File: src/rtl/eth_udp_mold_tx.sv
// Ethernet/IPv4/UDP/MoldUDP64 frame builder. It latches a header request, folds the IPv4
// checksum over 10 cycles, then streams header and payload bytes one per cycle to the TX serializer.
module eth_udp_mold_tx #(
  parameter int         MAX_PAYLOAD = 1410,
  parameter logic [7:0] TTL         = 8'h40,
  parameter int         IFG_CYCLES  = 12
) (
  input  logic        clk,
  input  logic        rstN,
  input  logic        startValid,
  output logic        startReady,
  input  logic [47:0] dstMac,
  input  logic [47:0] srcMac,
  input  logic [31:0] srcIp,
  input  logic [31:0] dstIp,
  input  logic [15:0] srcPort,
  input  logic [15:0] dstPort,
  input  logic [79:0] sessId,
  input  logic [63:0] seqNum,
  input  logic [15:0] msgCnt,
  input  logic [15:0] payloadLen,
  input  logic        payValid,
  input  logic [7:0]  payData,
  output logic        payReady,
  output logic        dataValid,
  output logic [7:0]  data,
  output logic        dataLast,
  output logic        lenErr,
  output logic        txErr
);
  localparam logic [15:0] MAX_LEN  = 16'(MAX_PAYLOAD);
  localparam logic [15:0] GAP_LAST = 16'(IFG_CYCLES - 1);

  typedef enum logic [2:0] {IDLE, CSUM, HDR, PAY, GAP} state_t;

  state_t      state_reg, state_next;
  logic [15:0] cnt_reg, cnt_next;
  logic [15:0] id_reg, id_next;
  logic [15:0] sum_reg, sum_next;
  logic        underrun_reg, underrun_next;
  logic        ready_reg, ready_next;
  logic        valid_reg, valid_next;
  logic [7:0]  data_reg, data_next;
  logic        last_reg, last_next;
  logic        lenerr_reg, lenerr_next;
  logic        txerr_reg, txerr_next;
  logic        latch_en;
  logic        pay_ready;

  logic [47:0] dst_mac_reg, src_mac_reg;
  logic [31:0] src_ip_reg, dst_ip_reg;
  logic [15:0] src_port_reg, dst_port_reg, msg_cnt_reg, pay_len_reg;
  logic [79:0] sess_id_reg;
  logic [63:0] seq_num_reg;

  logic [15:0] ip_len, udp_len, chk_sum, csum_word, csum_fold;
  logic [16:0] csum_add;
  logic [511:0] hdr_vec;
  logic [7:0]  hdr_byte [64];

  assign ip_len  = pay_len_reg + 16'd48;
  assign udp_len = pay_len_reg + 16'd28;
  assign chk_sum = ~sum_reg;

  // Header words in IPv4 order; the checksum slot itself contributes zero.
  always_comb begin
    csum_word = 16'h0000;
    case (cnt_reg[3:0])
      4'd0:    csum_word = 16'h4500;
      4'd1:    csum_word = ip_len;
      4'd2:    csum_word = id_reg;
      4'd3:    csum_word = 16'h4000;
      4'd4:    csum_word = {TTL, 8'h11};
      4'd6:    csum_word = src_ip_reg[31:16];
      4'd7:    csum_word = src_ip_reg[15:0];
      4'd8:    csum_word = dst_ip_reg[31:16];
      4'd9:    csum_word = dst_ip_reg[15:0];
      default: csum_word = 16'h0000;
    endcase
  end

  // A carry out of the 17-bit add leaves at most 0xFFFE in the low half, so one fold suffices.
  assign csum_add  = {1'b0, sum_reg} + {1'b0, csum_word};
  assign csum_fold = csum_add[15:0] + {15'd0, csum_add[16]};

  assign hdr_vec = {dst_mac_reg, src_mac_reg, 16'h0800, 8'h45, 8'h00, ip_len, id_reg,
                    16'h4000, TTL, 8'h11, chk_sum, src_ip_reg, dst_ip_reg, src_port_reg,
                    dst_port_reg, udp_len, 16'h0000, sess_id_reg, seq_num_reg, msg_cnt_reg,
                    16'h0000};

  generate
    for (genvar gi = 0; gi < 64; gi++) begin : g_hdr_byte
      assign hdr_byte[gi] = hdr_vec[511 - 8*gi -: 8];
    end
  endgenerate

  always_comb begin
    state_next    = state_reg;
    cnt_next      = cnt_reg;
    id_next       = id_reg;
    sum_next      = sum_reg;
    underrun_next = underrun_reg;
    valid_next    = 1'b0;
    data_next     = 8'h00;
    last_next     = 1'b0;
    lenerr_next   = 1'b0;
    txerr_next    = 1'b0;
    latch_en      = 1'b0;
    pay_ready     = 1'b0;
    case (state_reg)
      IDLE: begin
        if (startValid && ready_reg) begin
          if (payloadLen > MAX_LEN) begin
            lenerr_next = 1'b1;
          end else begin
            latch_en      = 1'b1;
            state_next    = CSUM;
            cnt_next      = 16'd0;
            sum_next      = 16'h0000;
            underrun_next = 1'b0;
          end
        end
      end
      CSUM: begin
        sum_next = csum_fold;
        cnt_next = cnt_reg + 16'd1;
        if (cnt_reg == 16'd9) begin
          state_next = HDR;
          cnt_next   = 16'd0;
        end
      end
      HDR: begin
        valid_next = 1'b1;
        data_next  = hdr_byte[cnt_reg[5:0]];
        cnt_next   = cnt_reg + 16'd1;
        if (cnt_reg == 16'd61) begin
          cnt_next = 16'd0;
          if (pay_len_reg == 16'd0) begin
            last_next  = 1'b1;
            txerr_next = underrun_reg;
            id_next    = id_reg + 16'd1;
            state_next = GAP;
          end else begin
            state_next = PAY;
          end
        end
      end
      PAY: begin
        pay_ready     = 1'b1;
        valid_next    = 1'b1;
        data_next     = payValid ? payData : 8'h00;
        underrun_next = underrun_reg | ~payValid;
        cnt_next      = cnt_reg + 16'd1;
        if (cnt_reg == pay_len_reg - 16'd1) begin
          last_next  = 1'b1;
          txerr_next = underrun_reg | ~payValid;
          id_next    = id_reg + 16'd1;
          cnt_next   = 16'd0;
          state_next = GAP;
        end
      end
      GAP: begin
        cnt_next = cnt_reg + 16'd1;
        if (cnt_reg == GAP_LAST) begin
          cnt_next   = 16'd0;
          state_next = IDLE;
        end
      end
      default: state_next = IDLE;
    endcase
    ready_next = (state_next == IDLE);
  end

  always_ff @(posedge clk or negedge rstN) begin
    if (!rstN) begin
      state_reg    <= IDLE;
      cnt_reg      <= 16'd0;
      id_reg       <= 16'h0000;
      sum_reg      <= 16'h0000;
      underrun_reg <= 1'b0;
      ready_reg    <= 1'b0;
      valid_reg    <= 1'b0;
      data_reg     <= 8'h00;
      last_reg     <= 1'b0;
      lenerr_reg   <= 1'b0;
      txerr_reg    <= 1'b0;
    end else begin
      state_reg    <= state_next;
      cnt_reg      <= cnt_next;
      id_reg       <= id_next;
      sum_reg      <= sum_next;
      underrun_reg <= underrun_next;
      ready_reg    <= ready_next;
      valid_reg    <= valid_next;
      data_reg     <= data_next;
      last_reg     <= last_next;
      lenerr_reg   <= lenerr_next;
      txerr_reg    <= txerr_next;
    end
  end

  // Request fields only matter between acceptance and dataLast, so they carry no reset.
  always_ff @(posedge clk) begin
    if (latch_en) begin
      dst_mac_reg  <= dstMac;
      src_mac_reg  <= srcMac;
      src_ip_reg   <= srcIp;
      dst_ip_reg   <= dstIp;
      src_port_reg <= srcPort;
      dst_port_reg <= dstPort;
      sess_id_reg  <= sessId;
      seq_num_reg  <= seqNum;
      msg_cnt_reg  <= msgCnt;
      pay_len_reg  <= payloadLen;
    end
  end

  assign startReady = ready_reg;
  assign payReady   = pay_ready;
  assign dataValid  = valid_reg;
  assign data       = data_reg;
  assign dataLast   = last_reg;
  assign lenErr     = lenerr_reg;
  assign txErr      = txerr_reg;

endmodule
File: config.mk
export PLATFORM = sky130hd
export DESIGN_NAME = eth_udp_mold_tx
export DESIGN_NICKNAME = d
export VERILOG_FILES = /design/src/rtl/eth_udp_mold_tx.sv
export SDC_FILE = /design/constraint.sdc
export NUM_CORES = 1
export LEC_CHECK = 0
export CAP_MARGIN = 20
export CORE_ASPECT_RATIO = 1.5
export CORE_MARGIN = 4
export CORE_UTILIZATION = 30
export DETAILED_ROUTE_END_ITERATION = 10
export DONT_BUFFER_PORTS = 1
export SLEW_MARGIN = 20
export SYNTH_ARGS = -nofsm -noshare
export SYNTH_HDL_FRONTEND = slang
export SYNTH_SLANG_ARGS = --single-unit
File: constraint.sdc
create_clock -name clk -period 34.3 [get_ports clk]
set_input_delay 5.145 -clock clk [delete_from_list [all_inputs] [get_ports clk]]
set_output_delay 5.145 -clock clk [all_outputs]
set_load 0.005 [all_outputs]
==> flow_summary_export.csv <==
group,metric,value,unit
route,drt_pass1_iterations,10,
timing,period_minus_slack,8860,ps
timing,setup_ws,25440,ps
synth,yosysTopAreaCell,"edfxtp_1",
job,cap_violations,0,
timing,tightest_slew,1070,ps
route,routedWlPerCell,28.5,um
clock_network,cts_sinks,433,
timing,tns,0,ps
critical_path,path_max_fanout,79,
route,drt_iter0_drc,1028,
die,die_x,220,um
cells_and_area,fin_cells,2303,
synth,synth.distinct_cells,78,
grt,grt_max_degree,92,
critical_path,endpoint_kind,"register",
synth,syn_nets,1799,
cells_and_area,nets,1781,
clock_network,cts.root.buffer_cell,"clkbuf_16",
timing,slew_viol_final,0,
clock_network,cts_resized,0,
die,die-area,71700,um^2
grt,grt_antenna_before_repair,22,
synth,syn_inst,1390,
synth,seq_area_frac_synth,62.7,%
place,pre_cts_ws,24620,ps
timing,skew,24.1,ps
grt,overflow,0,
cells_and_area,layout_commonest_cell,"edfxtp_1",
place,place_area,21100,um^2
hold_path,hp-class,"register to register",
route,totalWireLength,65700,um
synth,ys_seq_elements,433,
critical_path,path_common_cell,"buf_4",
cells_and_area,final_cell_mix,"368 x edfxtp_1, 100 x nand2_1, 93 x mux4_2, 87 x nor2_1, 80 x o21ai_0",
clock_network,clk_pin_slew,60,ps
synth,async_flop_share,15.0,%
critical_path,crit_slowest_cell,"buf_4",
timing,setup_viol,0,
timing,slew-limit-headroom,28.6,%
synth,yosys.area.top_type_share,54.7,%
critical_path,reg2reg_depth,24,
place,portBuffers,0,
timing,finalHoldViolations,0,
grt,grt_pass1_vias,13044,
synth,yosys_warnings,0,
clock_network,numCtsBuffers,42,
synth,synth.top_cells.by_area,"edfxtp_1 55%, mux4_2 10%, dfrtp_1 8.0%, mux2i_1 2.3%, xnor2_1 2.0%",
route,drc_errors,0,
cells_and_area,synthToLayoutAreaGrowth,11.4,%
clock_network,clk_latency,570,ps
place,gp_congestion,0.890,
power_and_ir_drop,power.density,45.8,nW/um^2
synth,syn-cell-area,20200,um^2
cells_and_area,postLayoutCoreUtil,33.7,%
critical_path,cp.arrival,9050,ps
clock_network,htreeDepth,2,
clock_network,cts_tree,"yes",
route,drt-vias-per-instance,5.44,
critical_path,cp_cell_sequence,"or4_1, or3_1, a221oi_1, o21ai_0, nor3_2, buf_4, buf_4",
die,core-area,66800,um^2
cells_and_area,fin_area,22500,um^2
synth,synth-edff-count,368,
power_and_ir_drop,power.leakage,0.00739,uW
run_status,status,"finished clean",
clock_network,post-cts-setup-buffers,0,
place,dp.cells,2213,
timing,rsz0062_at_grt,"false",
timing,max_freq,113,MHz
route,ant_nets,0,
critical_path,start_kind,"input port",
power_and_ir_drop,ir_drop,0.0000651,V
synth,syn_area_per_cell,14.5,um^2
timing,post-route-period-util,25.8,%
cells_and_area,largest_reg_flops,80,
die,pin_count,394,
clock_network,cts_buffer_depth,3,
cells_and_area,drive_gt1_share,14.4,%
critical_path,max_stage_delay,880,ps
critical_path,critical_path_class,"input port to register",
grt,gr-usage-all-layers,18.0,%
die,fp.dieH,326,um
clock_network,ctsHoldBuffers,0,
route,vias,12526,
hold_path,hold_depth,2,
critical_path,worstPathRequired,34490,ps
die,rows,116,
place,dp_hpwl,50000,um
die,initial_core_util,30.3,%
synth,synthFlopType,"edfxtp_1",
grt,grt_pass1_wl,93000,um
[metal layers]
layer	global-route usage (%)	vias to the layer above	wire length, um
met5	0	-	106
met4	9.12	16	3830
met3	4.67	165	4490
met2	31.7	629	34600
met1	19.7	6296	22800
li1	-	5420	-
[per-stage QoR]
step	power (uW)	hold slack [ps]
6_report	1030	519
5_1_grt	1070	538
4_1_cts	1040	513
3_5_place_dp	583	492
3_3_place_gp	583	492
2_1_floorplan	583	459
[cells in the mapped netlist (5+ instances only)]
library cell,number
o2111ai_1,5
a31oi_1,7
ha_1,28
inv_1,21
mux4_2,93
nor2_1,87
or3_1,6
o21ai_0,80
o211ai_1,14
nand3_1,36
nor4_1,11
nor3_1,25
dfrtp_1,65
xnor2_1,46
nor2b_1,8
nand2b_1,14
o22ai_1,5
a222oi_1,9
a21o_1,6
edfxtp_1,368
a211oi_1,11
buf_1,15
clkbuf_1,48
a21oi_1,35
buf_2,15
nand2_1,100
mux2i_1,46
nand4_1,7
a211o_1,6
a221oi_1,6
and2_1,7
xor2_1,37
mux2_2,5
a22oi_1,26
and3_1,15
[final timing paths]
check                         startpoint              end  slack [ps]
hold / removal                sum_reg[4]       sum_reg[4]         520
setup / recovery           payloadLen[5]  src_mac_reg[10]       25440
max in group asynchronous           rstN       cnt_reg[0]       29820
hold reg to reg               sum_reg[4]       sum_reg[4]         520
min in group asynchronous           rstN       sum_reg[7]        4280
setup reg to reg              cnt_reg[0]      sum_reg[15]       27770
[critical path: cells and delay by family]
kind	cells	cell delay [ps]
compound gates	2	600
buf+inv	2	1740
simple gates	3	1510
[where the power goes]
group / total [uW] / switching (uW) / internal (uW) / leakage [uW]
Sequential: 571 / 0.0411 / 571 / 0.00413
Combinational: 0.341 / 0.148 / 0.191 / 0.00262
Clock: 460 / 205 / 255 / 0.000647
Total: 1030 / 205 / 826 / 0.00739
[cells by family (layout without fill, tap and decap cells)]
family / Yosys count / count (layout) / synth area share [%]
AOI/OAI and AO/OA: 248 / 248 / 8.22
and+or+nand+nor: 347 / 347 / 8.43
xor gates and xnor gates: 84 / 84 / 3.71
adders and majority gates: 29 / 29 / 1.83
muxes: 144 / 144 / 12.9
DFF: 433 / 433 / 62.7
buffers and inverters: 105 / 119 / 2.15
other: 0 / 14 / 0
[area by class of cell]
cell class              count  area (um^2)
repair buffers             20          154
inverters                  23         86.3
clock inverters            29          255
flip-flops and latches    433        12700
diodes                     14         35.0
fillers                  6528        44200
well taps                 885         1110
multi-input cells         852         7100
clock buffers              47         1090
Note: power is estimated with default switching activity, not from simulation.
